===== config.mk =====
export PLATFORM = sky130hd
export DESIGN_NAME = pipe_scoreboard
export DESIGN_NICKNAME = d
export VERILOG_FILES = /design/src/rtl/pipe_pkg.sv /design/src/rtl/sb_stage_reg.sv /design/src/rtl/pipe_scoreboard.sv
export SDC_FILE = /design/constraint.sdc
export NUM_CORES = 1
export LEC_CHECK = 0
export CAP_MARGIN = 20
export CORE_ASPECT_RATIO = 1.4
export CORE_UTILIZATION = 50
export CTS_BUF_LIST = sky130_fd_sc_hd__clkbuf_8
export DETAILED_ROUTE_END_ITERATION = 12
export GPL_TIMING_DRIVEN = 0
export PLACE_DENSITY = 0.91
export REMOVE_ABC_BUFFERS = 1
export SYNTH_ARGS = -nofsm -noshare
export SYNTH_HDL_FRONTEND = slang
export SYNTH_SLANG_ARGS = --single-unit

===== constraint.sdc =====
create_clock -name clock -period 6.2 [get_ports clock]
set_clock_uncertainty 0.1 [all_clocks]
set_input_delay 1.24 -clock clock [delete_from_list [all_inputs] [get_ports clock]]
set_output_delay 1.24 -clock clock [all_outputs]
set_load 0.02 [all_outputs]

===== src/rtl/pipe_pkg.sv =====
// pipe_pkg: scoreboard entry type and shared constants (is_div field only with DIV_TRACK_EN)
package pipe_pkg;
  localparam int DIV_CNT_W = 4;
  localparam int DEST_MAX_W = 8;
  localparam logic [2:0] FWD_REGFILE = 3'd0;
  typedef struct packed {
    logic valid;
    logic [DEST_MAX_W-1:0] dest;
    logic writes;
    logic mem_to_reg;
`ifdef DIV_TRACK_EN
    logic is_div;
`endif
  } sb_entry_t;
endpackage


===== src/rtl/sb_stage_reg.sv =====
// sb_stage_reg: one scoreboard stage entry register with synchronous clear
module sb_stage_reg
  import pipe_pkg::*;
(
  input  logic      clock,
  input  logic      reset,
  input  sb_entry_t d,
  output sb_entry_t q
);
  always_ff @(posedge clock) q <= reset ? '0 : d;
endmodule


===== src/rtl/pipe_scoreboard.sv =====
// pipe_scoreboard: stall/flush and forwarding over a DEPTH-stage producer chain; DIV_TRACK_EN adds divide tracking
module pipe_scoreboard
  import pipe_pkg::*;
#(
  parameter int REG_ID_W = 5,
  parameter int DEPTH = 3,
  parameter int DIV_LAT = 4
) (
  input  logic                clock,
  input  logic                reset,
  input  logic                issue_valid,
  input  logic [REG_ID_W-1:0] issue_rs,
  input  logic [REG_ID_W-1:0] issue_rt,
  input  logic [REG_ID_W-1:0] issue_dest,
  input  logic                issue_writes,
  input  logic                issue_mem_to_reg,
  input  logic                issue_is_div,
  input  logic                issue_mf_op,
  input  logic                kill_d,
  output logic                stall_f,
  output logic                stall_d,
  output logic                flush_e,
  output logic [2:0]          fwd_a,
  output logic [2:0]          fwd_b,
  output logic                div_busy
);
  sb_entry_t ent [1:DEPTH];
  sb_entry_t new_ent;
  logic load_use, hazard, stall, fire;
  function automatic logic hit(input sb_entry_t e, input logic [REG_ID_W-1:0] s);
    return e.valid && e.writes && e.dest == DEST_MAX_W'(s) && s != '0;
  endfunction
  for (genvar i = 1; i <= DEPTH; i++) begin : g_stage
    if (i == 1) begin : g_head
      sb_stage_reg u_reg (.clock(clock), .reset(reset), .d(new_ent), .q(ent[i]));
    end else begin : g_tail
      sb_stage_reg u_reg (.clock(clock), .reset(reset), .d(ent[i-1]), .q(ent[i]));
    end
  end
  assign load_use = ent[1].mem_to_reg && (hit(ent[1], issue_rs) || hit(ent[1], issue_rt));
`ifdef DIV_TRACK_EN
  logic [DIV_CNT_W-1:0] div_cnt;
  logic div_in_flight;
  always_comb begin
    div_in_flight = 1'b0;
    for (int k = 1; k <= DEPTH; k++) div_in_flight = div_in_flight | ent[k].is_div;
  end
  assign div_busy = div_cnt != '0;
  assign hazard = load_use || (issue_is_div && div_busy) || (issue_mf_op && (div_busy || div_in_flight));
  always_ff @(posedge clock)
    div_cnt <= reset ? '0 : (fire && issue_is_div) ? DIV_CNT_W'(DIV_LAT) : div_busy ? div_cnt - DIV_CNT_W'(1) : div_cnt;
`else
  logic div_unused;
  assign div_unused = issue_is_div ^ issue_mf_op;
  assign div_busy = 1'b0;
  assign hazard = load_use;
`endif
  assign stall = issue_valid && !kill_d && hazard;
  assign fire = issue_valid && !kill_d && !hazard;
  assign stall_f = stall;
  assign stall_d = stall;
  assign flush_e = stall;
  always_comb begin
    new_ent = '0;
    new_ent.valid = fire;
    new_ent.dest = fire ? DEST_MAX_W'(issue_dest) : '0;
    new_ent.writes = fire && issue_writes;
    new_ent.mem_to_reg = fire && issue_mem_to_reg;
`ifdef DIV_TRACK_EN
    new_ent.is_div = fire && issue_is_div;
`endif
  end
  always_comb begin
    fwd_a = FWD_REGFILE;
    fwd_b = FWD_REGFILE;
    for (int k = DEPTH; k >= 1; k--) begin
      fwd_a = hit(ent[k], issue_rs) ? 3'(k) : fwd_a;
      fwd_b = hit(ent[k], issue_rt) ? 3'(k) : fwd_b;
    end
  end
endmodule


## Yosys cells after proc, flatten, opt, wreduce, memory -nomap -nowiden

Index checks and enable logic that the tools add are counted.

| storage, ports and cells | value |
|---|---|
| flip-flop bits (word level) | 31 |
| input bits | 23 |
| output and inout bits | 10 |
| logic and storage cells | 51 |

| cells by class | value |
|---|---|
| equal/unequal tests | 6 |
| muxes and demuxes | 6 |
| bitwise operators | 1 |
| reductions and logical operators | 27 |

Operators by type and width:

| cell | count |
|---|---|
| == test 8 x 5 -> 1 bit | 6 |
| logical AND 1 bit | 21 |
| two-way mux 2 bit | 6 |
| nonzero test 5 bit | 2 |
| logical NOT 1 bit | 2 |
| OR reduction 2 bit | 1 |
| logical OR 1 bit | 1 |
| NOT 1 bit | 1 |

## Logic depth before layout (Yosys ltp)

Gate-level depths: netlist of run 1.

| depth | value |
|---|---|
| depth after elaboration | 9 |
| depth in mapped cells | 6 |
| gate-level depth less buffers | 5 |

## Hierarchy

A second synthesis of run 1 with hierarchy kept.

| second synthesis, totals | value |
|---|---|
| cells, all modules | 153 |
| area, all modules | 1614.0 µm² |

Modules (own cells, without submodules):

| module | times used | cells each | area an instance (µm²) | sequential area each (µm²) |
|---|---|---|---|---|
| sb_stage_reg | 3 | 23 | 337.8 | 220.2 |
| pipe_scoreboard | 1 | 84 | 600.6 | 0.0 |

## Worst setup path after synthesis of run 1

OpenSTA, ideal clock, no wires.

| timing | value |
|---|---|
| kind | input-to-output |
| start | input issue_rs[1] |
| end | output stall_d |
| arrival time | 2584 ps |
| required time | 4860 ps |
| path slack | 2276 ps |
| stages on the path | 6 |
| buffers on the path | 1 |
| cell sequence | or4_4 nor2_4 nor3_2 o21a_4 and2_2 buf_4 |

| on the way | value |
|---|---|
| longest elaborated chain between the ends | 6 |
| elaborated cells between the ends (all ways) | 7 |
| classes of those cells | eq/ne (1); reduce/logical (6) |

RTL lines:

| element | line | RTL |
|---|---|---|
| start: declaration | pipe_scoreboard.sv:12 | `input logic [REG_ID_W-1:0] issue_rs,` |
| == test 8 x 5 -> 1 bit | pipe_scoreboard.sv:31 | `return e.valid && e.writes && e.dest == DEST_MAX_W'(s) && s != '0;` |
| logical AND 1 bit | pipe_scoreboard.sv:31 |  |
| logical AND 1 bit (*) | pipe_scoreboard.sv:31 |  |
| logical OR 1 bit (*) | pipe_scoreboard.sv:40 | `assign load_use = ent[1].mem_to_reg && (hit(ent[1], issue_rs) \|\| hit(ent[1], issue_rt));` |
| logical AND 1 bit (*) | pipe_scoreboard.sv:40 |  |
| logical AND 1 bit (*) | pipe_scoreboard.sv:58 | `assign stall = issue_valid && !kill_d && hazard;` |
| end: declaration | pipe_scoreboard.sv:21 | `output logic stall_d,` |

Mark *: on every way between the ends. The rest lies on a longest branch, timed or not.

## Worst setup path after layout of run 1

| timing | value |
|---|---|
| start | input issue_rs[1] |
| end | output stall_f |

| on the way | value |
|---|---|
| longest elaborated chain between the ends | 6 |
| elaborated cells between the ends (all ways) | 7 |
| classes of those cells | eq/ne (1); reduce/logical (6) |

RTL lines:

| element | line | RTL |
|---|---|---|
| == test 8 x 5 -> 1 bit | pipe_scoreboard.sv:31 |  |
| logical AND 1 bit | pipe_scoreboard.sv:31 |  |
| logical AND 1 bit (*) | pipe_scoreboard.sv:31 |  |
| logical OR 1 bit (*) | pipe_scoreboard.sv:40 |  |
| logical AND 1 bit (*) | pipe_scoreboard.sv:40 |  |
| logical AND 1 bit (*) | pipe_scoreboard.sv:58 |  |
| end: declaration | pipe_scoreboard.sv:20 | `output logic stall_f,` |

Marks and branches as above.

==> impl_metrics.json, run 1 <==
{
  "status": "completed",
  "cts.clk_slew.worst_paths_ns": 0.07,
  "use_met2": 0.393,
  "synthCells": 111,
  "ir_drop_mv": 0.123,
  "syn-cell-area_sq_um": 1130,
  "die_y_um": 58.3,
  "root_buffer": "clkbuf_8",
  "period_needed_ns": 4.94,
  "hp-class": "register to register",
  "power_uw": 286,
  "cpLargestDelayFamily": "buffers and inverters",
  "antenna_cells": 0,
  "worstMarginPinSlew_ns": 0.712,
  "use_met1": 0.217,
  "antenna_found_initial": 0,
  "detail-route-antenna-nets": 0,
  "path_cells": "clkdlybuf4s50_1 > or4_4 > nor2_4 > nor3_2 > o21a_4 > and2_2 > clkdlybuf4s50_1",
  "setup_violations": 0,
  "wl_per_cell_um": 14.2,
  "slew_violations": 0,
  "critPathLaunchType": "primary input",
  "p_per_area_nw_per_um2": 198,
  "cp.required_ns": 4.86,
  "synth_seq_cells": 22,
  "cts_htree_levels": 1,
  "busiest_layer": "met2",
  "post-place-ws_ns": 1.28,
  "layout.nets": 161,
  "fp.dieW_um": 42.2,
  "grtUsageMet3": 0.0343,
  "port_buffers": 27,
  "async_flop_share": 0,
  "clock.fmax_ghz": 0.203,
  "coreArea_sq_um": 2150,
  "drc": 0,
  "synth_top_area_cell": "dfxtp_1",
  "cts_tree": "yes",
  "drive_gt1_frac": 0.117,
  "globalplace.congestion": 0.807,
  "max_slew_margin": 0.524,
  "cts_setup_buffers": 0,
  "crit_fanout": 9,
  "postSynthAreaPerCell_sq_um": 10.2,
  "synth-edff-count": 0,
  "vias": 848,
  "synth.yosys.warnings": 0,
  "synth.top_cells.by_count": "26 x xnor2_1, 22 x dfxtp_1, 15 x nor2b_1, 6 x nand4_1, 5 x buf_4",
  "final_util": 0.672,
  "finalWirelength_um": 2260,
  "clkLatencyLatePin_ns": 0.26,
  "grt_pass1_vias": 883,
  "crit_top_cell": "clkdlybuf4s50_1",
  "std_cell_rows": 20,
  "cpPeakStageDelay_ns": 0.60,
  "grt_max_degree": 23,
  "synth_top_cell_area_share": 0.389,
  "hold_viol_final": 0,
  "critPathCaptureType": "output port",
  "cts_hold_buf": 0,
  "drt_iter0_drc": 9,
  "cts.path.max_buffers": 2,
  "critPathArrivalTime_ns": 3.60,
  "crit_buf_inv": 2,
  "cts.sink_count": 22,
  "grt_pass1_wl_um": 3820,
  "n_fill_cell": 181,
  "gr-usage-all-layers": 0.209,
  "slowest_stage": "or4_4",
  "synth.distinct_cells": 26,
  "final.period_utilization": 0.796,
  "dieArea_sq_um": 2460,
  "firstDrtPassIters": 3,
  "seq_area_frac_synth": 0.389,
  "syn2layout_area_growth_pct": 27.9,
  "overflow": 0,
  "rsz0062_at_grt": "no",
  "timing.hold.ws_ns": 0.366,
  "critPathKind": "primary input to output port",
  "hpwl_um": 1740,
  "synth.area.top_cells": "dfxtp_1 39%, xnor2_1 20%, nor2b_1 8.3%, and4bb_2 4.4%, buf_4 3.3%",
  "ios": 33,
  "viasPerCell": 5.33,
  "start_util": 0.526,
  "cts_resized": 0,
  "setup_tns_ns": 0,
  "leakage_uw": 0.000478,
  "numCtsBuffers": 3,
  "yosys_most_used_dff": "dfxtp_1",
  "drv_cap": 0,
  "synthMostInstantiatedCell": "xnor2_1",
  "setup_slack_ns": 1.26
}
-- worst reg2reg max path, delay by kind of cell (launching register included) --
kind	cells	cell delay, ns
AND/OR/NAND/NOR	3	0.74
AO/OA/AOI/OAI	1	0.22
XOR/XNOR	1	0.18
flip-flops	1	0.34
-- kinds of logic (layout without fill, tap and decap cells) --
logic type	count (synthesis)	in the layout	synth area share
other	1	3	0.00332
buffers and inverters	7	31	0.0398
xor gates and xnor gates	30	30	0.232
AOI/OAI and AO/OA	4	4	0.0288
and+or+nand+nor	47	47	0.306
DFF	22	22	0.389
-- per-stage QoR --
step | cell area, sq um | std cells
after floorplan | 1090 | 106
after global placement | 1390 | 155
after detailed placement | 1390 | 155
after CTS | 1450 | 159
after global routing | 1450 | 159
final | 1450 | 159
-- cells in the final DEF, fill, tap and decap left out, drive strengths merged --
cell and n:
clkdlybuf4s50 27, xnor2 26, dfxtp 22, nor2b 15, nand4 6, or4 6
xor2 4, and4bb 4, clkbuf 4, nor4bb 3, conb 3, nand2 2
nand3 2, nand2b 2, a21oi 2, nor2 2, nor3 2, nor4 1
o21bai 1, o21a 1, and2 1, nor3b 1
-- routing by layer --
metal  routed length [um]  vias to the layer above
met5                    0                        -
met4                   52                        0
met3                  102                        5
met2                 1210                       31
met1                  892                      388
li1                     -                      424
-- power by group --
part	leakage [uW]	switching (uW)	internal, uW
Sequential	0.000178	2.25	144
Clock	0.0000288	44.2	56.6
Combinational	0.000271	16.4	22.4
Total	0.000478	62.8	223
-- path summary, 6_finish.rpt --
path                                 start                             to  slack, ns  cells past startpoint
max                            issue_rs[1]                        stall_f       1.26                      7
min          g_stage[2].g_tail.u_reg.q[10]  g_stage[3].g_tail.u_reg.q[10]       0.37                      1
max reg2reg   g_stage[1].g_head.u_reg.q[5]   g_stage[1].g_head.u_reg.q[1]       4.51                      5
min reg2reg  g_stage[2].g_tail.u_reg.q[10]  g_stage[3].g_tail.u_reg.q[10]       0.37                      1
-- sequential cells by signal, summed over array words and instances, names as in the netlist --
signal / cells
g_stage.g_head.u_reg.q: 8
g_stage.g_tail.u_reg.q: 14
-- cell type report --
class                      count  area, sq um  area share
timing repair buffer          27          270       0.187
tap                           22         27.5      0.0190
clock buffer                   4         55.1      0.0381
sequential                    22          440       0.304
multi-input combinational     84          653       0.452
(Power assumes the default switching activity.)
==> inputs of run 2 (changes only) <==
--- a/config.mk
+++ b/config.mk
@@ -7,11 +7,11 @@
 export LEC_CHECK = 0
 export CAP_MARGIN = 20
 export CORE_ASPECT_RATIO = 1.4
-export CORE_UTILIZATION = 50
+export CORE_UTILIZATION = 48
 export CTS_BUF_LIST = sky130_fd_sc_hd__clkbuf_8
 export DETAILED_ROUTE_END_ITERATION = 12
 export GPL_TIMING_DRIVEN = 0
-export PLACE_DENSITY = 0.91
+export PLACE_DENSITY = 0.88
 export REMOVE_ABC_BUFFERS = 1
 export SYNTH_ARGS = -nofsm -noshare
 export SYNTH_HDL_FRONTEND = slang
==> constraint.sdc (replaced) <==
create_clock -name clock -period 5.1 [get_ports clock]
set_clock_uncertainty 0.1 [all_clocks]
set_input_delay 1.02 -clock clock [delete_from_list [all_inputs] [get_ports clock]]
set_output_delay 1.02 -clock clock [all_outputs]
set_load 0.02 [all_outputs]
==> run 2 against run 1 <==
  * Global-route usage fell by 0.35 points
  * Power rose by 21%
  * Final area did not move
  * Critical path type unchanged
  * Cell count did not move
  * Die area rose by 4.0%
  * Core utilization fell by 1.5 points
  * Setup slack got worse by 0.65 ns
==> impl_metrics.json, run 2 (synthesis results as in run 1) <==
{
  "antenna_cells": 0,
  "wl_per_cell_um": 14.5,
  "timing.hold.ws_ns": 0.364,
  "ff_latch_area_sq_um": 440,
  "antenna_found_initial": 0,
  "grt_pass1_vias": 879,
  "cts.clk_slew.worst_paths_ns": 0.07,
  "ios": 33,
  "clkLatencyLatePin_ns": 0.26,
  "firstDrtPassIters": 3,
  "cts.path.max_buffers": 2,
  "max_slew_margin": 0.523,
  "p_per_area_nw_per_um2": 239,
  "clkPwrFrac": 0.350,
  "final_common_cell": "clkdlybuf4s50_1",
  "start_util": 0.514,
  "n_fill_cell": 182,
  "switchingPower_uw": 75.2,
  "status": "completed",
  "cp.required_ns": 3.98,
  "setup_tns_ns": 0,
  "critPathKind": "primary input to output port",
  "layout_common_cells": "27 x clkdlybuf4s50_1, 26 x xnor2_1, 22 x dfxtp_1",
  "critPathCaptureType": "output port",
  "largest_reg_flops": 14,
  "crit_fanout": 4,
  "critPathLaunchType": "primary input",
  "slew_violations": 0,
  "ir_drop_mv": 0.188,
  "port_buffers": 27,
  "rsz0062_at_grt": "no",
  "layout.nets": 161,
  "vias": 858,
  "die_y_um": 59.4,
  "worstMarginPinSlew_ns": 0.713,
  "cts_htree_levels": 1,
  "std_cell_rows": 20,
  "overflow": 0,
  "dieArea_sq_um": 2560,
  "drt_iter0_drc": 3,
  "cellInternalPower_uw": 271,
  "clock.fmax_ghz": 0.223,
  "coreArea_sq_um": 2200,
  "hp-class": "register to register",
  "grt_pass1_wl_um": 3860,
  "leakage_uw": 0.000478,
  "critPathArrivalTime_ns": 3.37,
  "seq_power_share": 0.514,
  "design_area_sq_um": 1450,
  "cts_hold_buf": 0,
  "multi_input_area_sq_um": 653,
  "gr-usage-all-layers": 0.206,
  "grt_max_degree": 23,
  "reg.largest.list": "g_stage.g_tail.u_reg.q x14, g_stage.g_head.u_reg.q x8",
  "swShare": 0.217,
  "cts_resized": 0,
  "fp.dieW_um": 43.0,
  "setup_violations": 0,
  "regMostFlops": "g_stage.g_tail.u_reg.q",
  "hold_viol_final": 0,
  "drc": 0,
  "placed_cell_area_sq_um": 1390,
  "p_comb_frac": 0.137,
  "hpwl_um": 1810,
  "finalWirelength_um": 2300,
  "root_buffer": "clkbuf_8",
  "viasPerCell": 5.40,
  "cts.sink_count": 22,
  "syn2layout_area_growth_pct": 27.9,
  "period_needed_ns": 4.49,
  "drv_cap": 0,
  "detail-route-antenna-nets": 0,
  "cts_tree": "yes",
  "final.period_utilization": 0.880,
  "cts_setup_buffers": 0,
  "globalplace.congestion": 0.803,
  "drive_gt1_frac": 0.117,
  "numCtsBuffers": 3
}
run 2: cell counts in the layout (fill, tap and decap cells not counted):
No cell type changed its count.
run 2: routing by layer:
| metal | global-route usage | wire length (um) | up-vias |
|---|---|---|---|
| met5 | 0 | 0 | - |
| met4 | 0.104 | 48 | 0 |
| met3 | 0.0305 | 91 | 5 |
| met2 | 0.394 | 1280 | 31 |
| met1 | 0.213 | 876 | 395 |
| li1 | - | - | 427 |
run 2: worst max-delay path, stage by stage:
cell	delay, ns
clkdlybuf4s50_1	0.63
or4_4	0.20
nor2_4	0.04
or4_2	0.69
o21bai_1	0.17
clkdlybuf4s50_1	0.62
run 2: metrics by stage:
step           std cells  utilization  worst slack [ns]  total power, uW
6_report             159        0.657             0.610              346
3_5_place_dp         155        0.632             0.602              229
5_1_grt              159        0.657             0.529              360
3_3_place_gp         155        0.632             0.638              227
2_1_floorplan        106            -              1.72              203
4_1_cts              159        0.657             0.599              349
run 2: area by class of cell:
cell class | count | area share
Sequential cell | 22 | 0.304
Clock buffer | 4 | 0.0381
Tap cell | 22 | 0.0190
Timing Repair Buffer | 27 | 0.187
Multi-Input combinational cell | 84 | 0.452
run 2: power by group through the flow:
stage / Sequential [uW] / Clock, uW / Combinational, uW
floorplan: 181 / 0 / 21.3
global placement: 182 / 0 / 45.7
detailed placement: 182 / 0 / 47.1
CTS: 178 / 124 / 47.5
global route: 178 / 131 / 50.9
finish: 178 / 121 / 47.3
run 2: final timing paths:
kind | depth (start not counted) | to | slack [ns] | from
worst max-delay path | 6 | fwd_a[0] | 0.61 | issue_rs[2]
worst min-delay path | 1 | g_stage[3].g_tail.u_reg.q[10] | 0.36 | g_stage[2].g_tail.u_reg.q[10]
worst max register to register | 5 | g_stage[1].g_head.u_reg.q[5] | 3.44 | g_stage[1].g_head.u_reg.q[5]
worst min register to register | 1 | g_stage[3].g_tail.u_reg.q[10] | 0.36 | g_stage[2].g_tail.u_reg.q[10]
==> inputs of run 3 (changes only) <==
--- a/config.mk
+++ b/config.mk
@@ -7,6 +7,7 @@
 export LEC_CHECK = 0
 export CAP_MARGIN = 20
 export CORE_ASPECT_RATIO = 1.4
+export CORE_MARGIN = 2
 export CORE_UTILIZATION = 48
 export CTS_BUF_LIST = sky130_fd_sc_hd__clkbuf_8
 export DETAILED_ROUTE_END_ITERATION = 12
==> run 3 against run 2 <==
  * Combinational power barely moved
  * Setup slack improved by 0.0096 ns
  * Clock power shrank 15%
  * Power down 5.3%
  * Final area decreased by 0.95%
  * Via count decreased by 2.1%
  * Fmax rose by 0.21%
  * Cell count fell by 0.63%
  * Critical path depth up 1
  * Critical path type unchanged
==> impl_metrics.json, run 3 (synthesis results as in run 1) <==
{
  "cpPeakStageDelay_ns": 0.57,
  "wl_met2_um": 1220,
  "period_needed_ns": 4.48,
  "gr-usage-all-layers": 0.190,
  "p_per_area_nw_per_um2": 229,
  "power_uw": 328,
  "crit_buf_inv": 2,
  "regMostFlops": "g_stage.g_tail.u_reg.q",
  "rr_worst_depth": 5,
  "crit_top_cell": "clkdlybuf4s50_1",
  "cpLargestDelayFamily": "buffers and inverters",
  "cp.depth": 7,
  "max_slew_margin": 0.549,
  "overflow": 0,
  "clkLatencyLatePin_ns": 0.26,
  "vias": 840,
  "cts_tree": "yes",
  "coreArea_sq_um": 2200,
  "syn2layout_area_growth_pct": 26.7,
  "dr_wl_met3_um": 109,
  "status": "completed",
  "ios": 33,
  "cp.required_ns": 3.98,
  "layout_common_cells": "27 x clkdlybuf4s50_1, 26 x xnor2_1, 22 x dfxtp_1",
  "cts_setup_buffers": 0,
  "critPathKind": "primary input to output port",
  "ir_drop_mv": 0.140,
  "drc": 0,
  "setup_violations": 0,
  "placed_cell_area_sq_um": 1390,
  "reg.largest.list": "g_stage.g_tail.u_reg.q x14, g_stage.g_head.u_reg.q x8",
  "whs_path_depth": 1,
  "largest_reg_flops": 14,
  "antenna_found_initial": 0,
  "n_fill_cell": 189,
  "root_buffer": "clkbuf_8",
  "drt_iter0_drc": 8,
  "final_common_cell": "clkdlybuf4s50_1",
  "design_area_sq_um": 1430,
  "numCtsBuffers": 3,
  "rsz0062_at_grt": "no",
  "std_cell_rows": 20,
  "final_util": 0.651,
  "wl_per_cell_um": 14.4,
  "setup_tns_ns": 0,
  "path_cells": "clkdlybuf4s50_1 > or4_1 > nor2_2 > nor3_1 > o21a_4 > and2_2 > clkdlybuf4s50_1",
  "fp.dieW_um": 45.0,
  "drv_cap": 0,
  "cts_htree_levels": 1,
  "cts.path.max_buffers": 2,
  "cts.sink_count": 22,
  "slew_violations": 0,
  "hold_viol_final": 0,
  "detail-route-antenna-nets": 0,
  "cts_hold_buf": 0,
  "globalplace.congestion": 0.846,
  "dieArea_sq_um": 2770,
  "viasPerCell": 5.32,
  "grt_max_degree": 23,
  "grt_pass1_vias": 836,
  "m1WireLength_um": 878,
  "worstMarginPinSlew_ns": 0.674,
  "hp-class": "register to register",
  "critPathArrivalTime_ns": 3.36,
  "finalWirelength_um": 2270,
  "grt_pass1_wl_um": 3640,
  "critPathLaunchType": "primary input",
  "leakage_uw": 0.000471,
  "port_buffers": 27,
  "critPathCaptureType": "output port",
  "die_y_um": 61.4,
  "clock.fmax_ghz": 0.223,
  "crit_fanout": 9,
  "placed_cells": 155,
  "drive_gt1_frac": 0.110,
  "antenna_cells": 0,
  "routed.top_layer": "met4",
  "cts_resized": 0,
  "start_util": 0.514,
  "cts.clk_slew.worst_paths_ns": 0.07,
  "slowest_stage": "or4_1",
  "final.period_utilization": 0.879,
  "final_cells": 158,
  "firstDrtPassIters": 2,
  "layout.nets": 161
}
-- run 3: cell types whose count changed in the layout (fill, tap and decap cells not counted) --
cell / previous run / this run
clkbuf_8: 4 / 3
-- run 3: final timing paths --
| path | to | startpoint | slack (ns) |
|---|---|---|---|
| worst max-delay path | stall_d | issue_rt[0] | 0.62 |
| worst min-delay path | g_stage[3].g_tail.u_reg.q[10] | g_stage[2].g_tail.u_reg.q[10] | 0.36 |
| worst max register to register | g_stage[1].g_head.u_reg.q[5] | g_stage[1].g_head.u_reg.q[6] | 3.38 |
| worst min register to register | g_stage[3].g_tail.u_reg.q[10] | g_stage[2].g_tail.u_reg.q[10] | 0.36 |
-- run 3: where the power goes --
group	total, uW	internal, uW	switching, uW
Clock	103	52.6	50.5
Combinational	47.2	27.2	19.9
Sequential	178	175	2.76
-- run 3: area by class of cell --
type | count | area [sq um] | share of cell area
repair buffers | 27 | 270 | 0.189
multi-input cells | 84 | 653 | 0.456
flip-flops and latches | 22 | 440 | 0.307
well taps | 22 | 27.5 | 0.0192
clock buffers | 3 | 41.3 | 0.0288
-- run 3: through the flow --
stage	setup WS [ns]	hold slack, ns
final	0.620	0.362
after global routing	0.564	0.385
after CTS	0.619	0.365
after detailed placement	0.622	0.350
after global placement	0.656	0.344
after floorplan	1.72	0.338
-- run 3: routing by layer --
| layer | track usage | vias up |
|---|---|---|
| met5 | 0 | - |
| met4 | 0.105 | 0 |
| met3 | 0.0264 | 7 |
| met2 | 0.367 | 32 |
| met1 | 0.188 | 375 |
| li1 | - | 426 |
